**src/rtl/fetch_unit.sv**
```systemverilog
// Instruction fetch front end: one outstanding memory read at a time, a 2-entry
// {pc, instr} buffer toward decode, and redirect handling that discards stale responses.
module fetch_unit #(
  parameter logic [31:0] RESET_PC = 32'h0000_0000
) (
  input  logic        clk,
  input  logic        rst,
  output logic        imem_req,
  output logic [31:0] imem_addr,
  input  logic        imem_ack,
  input  logic [31:0] imem_rdata,
  input  logic        redirect,
  input  logic [31:0] redirect_pc,
  output logic        instr_valid,
  output logic [31:0] instr,
  output logic [31:0] instr_pc,
  input  logic        instr_ready
);

  typedef enum logic [1:0] {IDLE = 2'd0, REQ = 2'd1, DROP = 2'd2} state_e;

  localparam logic [31:0] RESET_PC_A = {RESET_PC[31:2], 2'b00};

  state_e      state_q, state_d;
  logic [31:0] pc_q, pc_d;
  logic [31:0] addr_q, addr_d;
  logic [1:0]  cnt_q, cnt_d;
  logic [31:0] pc0_q, pc0_d, ins0_q, ins0_d;
  logic [31:0] pc1_q, pc1_d, ins1_q, ins1_d;
  logic        req_q, valid_q;
  logic        pop_s, push_s;
  logic [1:0]  cnt_after_pop_s;
  logic        unused_s;

  assign unused_s = ^redirect_pc[1:0];

  // Next-state, fetch PC and buffer update; redirect overrides any push or pop.
  always_comb begin
    state_d         = state_q;
    pc_d            = pc_q;
    cnt_d           = cnt_q;
    pc0_d           = pc0_q;
    ins0_d          = ins0_q;
    pc1_d           = pc1_q;
    ins1_d          = ins1_q;
    pop_s           = (cnt_q != 2'd0) && instr_ready;
    push_s          = (state_q == REQ) && imem_ack;
    cnt_after_pop_s = cnt_q - {1'b0, pop_s};

    case (state_q)
      IDLE:    state_d = (cnt_after_pop_s < 2'd2) ? REQ : IDLE;
      REQ:     state_d = (imem_ack && (cnt_after_pop_s != 2'd0)) ? IDLE : REQ;
      DROP:    state_d = imem_ack ? REQ : DROP;
      default: state_d = IDLE;
    endcase

    if (redirect) begin
      cnt_d = 2'd0;
      pc_d  = {redirect_pc[31:2], 2'b00};
      // An unacknowledged request must still be drained before the new one starts.
      if ((state_q != IDLE) && !imem_ack) begin
        state_d = DROP;
      end else begin
        state_d = REQ;
      end
    end else begin
      if (pop_s) begin
        pc0_d  = pc1_q;
        ins0_d = ins1_q;
      end else begin
        pc0_d  = pc0_q;
        ins0_d = ins0_q;
      end
      if (push_s) begin
        if (cnt_after_pop_s == 2'd0) begin
          pc0_d  = pc_q;
          ins0_d = imem_rdata;
        end else begin
          pc1_d  = pc_q;
          ins1_d = imem_rdata;
        end
        pc_d = pc_q + 32'd4;
      end else begin
        pc_d = pc_q;
      end
      cnt_d = cnt_after_pop_s + {1'b0, push_s};
    end

    // While draining, the memory still sees the old address.
    if (state_d == DROP) begin
      addr_d = addr_q;
    end else begin
      addr_d = pc_d;
    end
  end

  // State, PC, buffer and registered outputs.
  always_ff @(posedge clk) begin
    if (!rst) begin
      state_q <= IDLE;
      pc_q    <= RESET_PC_A;
      addr_q  <= RESET_PC_A;
      cnt_q   <= 2'd0;
      pc0_q   <= 32'd0;
      ins0_q  <= 32'd0;
      pc1_q   <= 32'd0;
      ins1_q  <= 32'd0;
      req_q   <= 1'b0;
      valid_q <= 1'b0;
    end else begin
      state_q <= state_d;
      pc_q    <= pc_d;
      addr_q  <= addr_d;
      cnt_q   <= cnt_d;
      pc0_q   <= pc0_d;
      ins0_q  <= ins0_d;
      pc1_q   <= pc1_d;
      ins1_q  <= ins1_d;
      req_q   <= (state_d != IDLE);
      valid_q <= (cnt_d != 2'd0);
    end
  end

  assign imem_req    = req_q;
  assign imem_addr   = addr_q;
  assign instr_valid = valid_q;
  assign instr       = ins0_q;
  assign instr_pc    = pc0_q;

endmodule

```
**config.mk**
```make
export PLATFORM = sky130hd
export DESIGN_NAME = fetch_unit
export DESIGN_NICKNAME = d
export VERILOG_FILES = /design/src/rtl/fetch_unit.sv
export SDC_FILE = /design/constraint.sdc
export NUM_CORES = 1
export LEC_CHECK = 0
export CORE_ASPECT_RATIO = 0.6
export CORE_MARGIN = 2
export CORE_UTILIZATION = 29
export DETAILED_ROUTE_END_ITERATION = 10
export SETUP_SLACK_MARGIN = 0.15
export SYNTH_ARGS = -nofsm -noshare
export SYNTH_HDL_FRONTEND = slang
export SYNTH_SLANG_ARGS = --single-unit
```
**constraint.sdc**
```tcl
create_clock -name clk -period 7 [get_ports clk]
set_input_delay 0.7 -clock clk [delete_from_list [all_inputs] [get_ports clk]]
set_output_delay 0.7 -clock clk [all_outputs]
set_load 0.01 [all_outputs]
```
# Word-level counts from Yosys, hierarchy flattened
# Index checks and enable logic that the tools add are counted.
# word_totals
latch_bits	0
wordCells	47
out_inout_bits	98
regBits	198
mem_bits_rw	0
mem_bits_ro	0
input_bits	69
mem_count	0
# op_classes
n_bitwise	2
n_shift	0
muxes	15
reduce_logical	13
addsub	3
eq_ne	3
order_cmp	1
multipliers	0
div	0
# ops
cell	n
2-to-1 mux 32 bit	8
adder 32 x 3 -> 32 bit, second input constant	1
nonzero test 2 bit	5
2-to-1 mux 2 bit	4
case mux 2 bit (3 select lines)	1
== test 2 bit, second input constant	2
logical AND 1 bit	4
zero test 2 bit	2
AND reduction 3 bit	1
adder 2 x 1 -> 2 bit	1
== test 2 x 1 -> 1 bit, second input constant	1
less-than comparator 2 bit, second input constant	1
2-to-1 mux 1 bit	2
NOT 1 bit	2
subtractor 2 x 1 -> 2 bit	1
zero test 1 bit	1

# Longest topological paths before layout
# logic_depth
ltp_word	9
depth_mapped	12
depth_no_buf	9

# Worst setup path after synthesis
# Ideal clock, no wire load.
# synth_path
path_type	input -> register
start	input instr_ready
end	register pc0_q[11] (netlist: instr_pc[11])
path_stages	11
t_required_ps	6881
path_slack_ps	3959
setup_ps	119
arrival_time_ps	2922
n_path_buf	4
cell_sequence	o21ai_0 > clkbuf_1 > clkbuf_1 > inv_1 > ha_1 > nor2b_1 > nand2_1 > clkbuf_1 > buf_1 > a21oi_1 > o221a_2
# synth_between
elab_chain_cells	5
word_cells_on_any_way	6
cone_classes	add/sub: 1; mux: 3; reduce/logical: 2
# synth_lines
element	line_no	rtl
from (decl)	17	input logic instr_ready
logical AND 1 bit *	46	pop_s = (cnt_q != 2'd0) && instr_ready;
subtractor 2 x 1 -> 2 bit	48	cnt_after_pop_s = cnt_q - {1'b0, pop_s};
zero test 2 bit	75	if (cnt_after_pop_s == 2'd0) begin
2-to-1 mux 32 bit	75	
2-to-1 mux 32 bit *	74	if (push_s) begin
to (signal assigned)	115	pc0_q <= pc0_d;
to (decl)	28	logic [31:0] pc0_q, pc0_d, ins0_q, ins0_d;
# Every way passes the cells marked *; elsewhere a longest branch is shown, timed or not.
# A chain may end at the register's enable or synchronous reset.

# Worst setup path in the final report
# layout_path
start	input instr_ready
end	register ins0_q[25] (netlist: instr[25])
# layout_between
elab_chain_cells	5
word_cells_on_any_way	6
cone_classes	add/sub: 1; mux: 3; reduce/logical: 2
# layout_lines
element	line_no	rtl
logical AND 1 bit *	46	
subtractor 2 x 1 -> 2 bit	48	
zero test 2 bit	75	
2-to-1 mux 32 bit	75	
2-to-1 mux 32 bit *	74	
to (signal assigned)	116	ins0_q <= ins0_d;
to (decl)	28	
# Marked as above.

==> metrics.yaml <==
sta:
  final_max_slew_viol_count: 0
  finClkSkew_ns: 0.01026
  fmax_mhz: 312.6
  setup_ws_ns: 3.801
  setup_viol: 0
  finalSetupTns_ns: 0
  fin_hold_ws_ns: 0.4548
  rsz0062_at_grt: "false"
  period_minus_slack_ns: 3.199
  tightest_slew_ns: 1.065
  finalCritPeriodShare_pct: 45.70
  slew_headroom_pct: 29.00
  hold_viol: 0
detailed_routing:
  wl_per_cell_um: 17.38
  final_antenna_net_count: 0
  drc_errors: 0
  via_per_inst: 5.128
  wl_um: 27200
  drt_iter0_drc: 756
  vias: 8025
  dr.pass1.iters: 5
clocking:
  cts_htree_levels: 4
  cts-resized-gates: 0
  clock_sinks: 198
  clock_latency_ns: 0.45
  path_clk_slew_ns: 0.07
  hold_buffers: 0
  cts_tree: "yes"
  cts_buffers: 17
  cts_buffer_depth: 2
  cts-root-buf: "clkbuf_16"
  postCtsSetupBuffers: 0
power:
  combPwrFrac_pct: 14.0
  p_int_mw: 1.915
  p_switching_mw: 0.6808
  ir_worst_vdd_uv: 125.6
  p_clk_share_pct: 38.4
  seqPwrFrac_pct: 47.6
  p_sw_share_pct: 26.23
  power.density_nw_per_um2: 235.1
  leakagePower_nw: 4.068
logic_synthesis:
  synth_warnings: 0
  synthesis.nets: 1125
  synth-edff-count: 0
  ys.flop_type: "dfxtp_1"
  syn-instance-count: 1053
  synth_area_leaders: "dfxtp_1 46%, a21oi_1 8.5%, o221a_2 8.4%, nor2_1 7.2%, nand2_1 6.9%"
  yosysSeqAreaShare_pct: 46.25
  avgSynthCellArea_um2: 8.138
  syn_area_um2: 8569
  yosysUniqueCellTypes: 58
  synth_top_area_cell: "dfxtp_1"
  ys_seq_elements: 198
  synthArstFlopShare_pct: 0
  synth_top_area_share_pct: 46.25
layout:
  final_common_cell: "dfxtp_1"
  final_util_pct: 38.21
  final-seq-area_um2: 3964
  final_cells: 1565
  area_delta_synth_final_pct: 28.82
  final_layout_size_suffix_gt1_share_pct: 10.39
  finalNetCount: 1225
  multi_input_area_um2: 4223
  final_cell_mix: "198 x dfxtp_1, 165 x nor2_1, 162 x clkdlybuf4s50_1"
  num_antenna_cells: 0
  fillers: 2926
grt:
  grt_first_pass_wirelength_um: 41390
  antenna_found_initial: 0
  first_global_vias: 7369
  gr-total-overflow: 0
  grtUsageTotal_pct: 17.54
  grt_max_degree: 90
setup_path:
  end_kind: "flop"
  cp.arrival_ns: 3.55
  cp.required_ns: 7.35
  path_max_fanout: 68
  start_kind: "primary input"
  criticalPathCategory: "primary input to flop"
  reg2reg_depth: 8
  cp-startpoint: "instr_ready"
  path_cells: "clkdlybuf4s50_1 -> o21ai_4 -> inv_1 -> ha_1 -> nor2b_1 -> nand2_4 -> buf_4 -> a21oi_1 -> o221a_2"
  cpMaxStageDelayCell: "buf_4"
  slowest_delay_ns: 0.71
  r2r-start: "cnt_q[1]$_SDFF_PN0_"
flow_run:
  max_cap_viol_count: 0
die:
  design.core.area_um2: 28890
  rows: 48
  io_pins: 167
  die_area_um2: 30990
  dieWidth_um: 225.9
  die_y_um: 137.2
  start_util_pct: 29.66
placement:
  post-dp-hpwl_um: 16950
  place_ws_ns: 3.316
  gp_congestion: 0.7845
  dp_cells: 1534
  port_buffers: 164
outcome:
  status: "complete, no violations"
min_path:
  holdCritPathClass: "flop to flop"
  holdPathStages: 2
  min_from: "ins1_q[0]$_SDFFE_PN0P_"
## layout make-up
type                    count  area share (%)
multi-input cells         747           38.25
clock buffers              24           4.364
repair buffers            176           15.64
inverters                  13          0.4420
flip-flops and latches    198           35.91
clock inverters             7          0.8614
well taps                 400           4.534
## worst paths after layout
path,slack (ns),to
worst max-delay path,3.80,instr[25]$_SDFFE_PN0N_
worst min-delay path,0.45,ins1_q[0]$_SDFFE_PN0P_
worst max register to register,4.05,instr[25]$_SDFFE_PN0N_
worst min register to register,0.45,ins1_q[0]$_SDFFE_PN0P_
## logic make-up (layout without fill, tap and decap cells)
kind of cell	count (synthesis)	in the layout	synth area share, %
and+or+nand+nor	426	426	22.11
AOI/OAI and AO/OA	293	293	23.55
DFF	198	198	46.25
buffers and inverters	108	220	4.979
xor gates and xnor gates	17	17	1.738
muxes	8	8	0.9345
adders and majority gates	3	3	0.4381
## layer usage
metal	track usage, %	share of wire (%)
met5	0	0
met4	5.997	1.5
met3	4.315	5.9
met2	26.19	43
met1	24.57	50
## metrics by stage
stage          area, um^2  power (mW)
6_report            11040       2.595
5_1_grt             11040       2.701
4_1_cts             11040       2.629
3_5_place_dp        10460       1.623
3_3_place_gp        10460       1.620
2_1_floorplan        8569       1.435
## state kept, by name (all words and copies together) (netlist names)
name         count
imem_addr       32
ins1_q          32
instr           32
instr_pc        32
pc1_q           32
pc_q            32
cnt_q            2
state_q          2
imem_req         1
instr_valid      1
## cell usage after synthesis, types with 5 or more instances
cell type / n
dfxtp_1: 198
nor2_1: 165
nand2_1: 157
a21oi_1: 146
clkbuf_1: 80
o221a_2: 64
o21ai_0: 30
nand3_1: 21
inv_1: 11
nor3_1: 11
a31oi_1: 9
and3_1: 9
nand4_1: 9
nor4_1: 9
xnor2_1: 9
a211oi_1: 8
mux2i_1: 8
o31ai_1: 8
xor2_1: 8
and2_1: 7
and4_1: 6
buf_1: 5
buf_2: 5
nor2b_1: 5
## critical path: cells and delay by family
family	cells	cell delay, ns
AND/OR/NAND/NOR	2	0.72
AO/OA/AOI/OAI	3	0.54
adder cells (fa/ha/maj)	1	0.22
buffers and inverters	3	1.31
## power groups by stage
stage          Combinational, mW  Sequential [mW]  Clock, mW
4_1_cts                    0.366             1.23       1.03
3_5_place_dp               0.364             1.26          0
3_3_place_gp               0.360             1.26          0
5_1_grt                    0.396             1.24       1.06
2_1_floorplan              0.178             1.26          0
6_report                   0.363             1.24      0.997
Power figures use the tool's default switching activity.
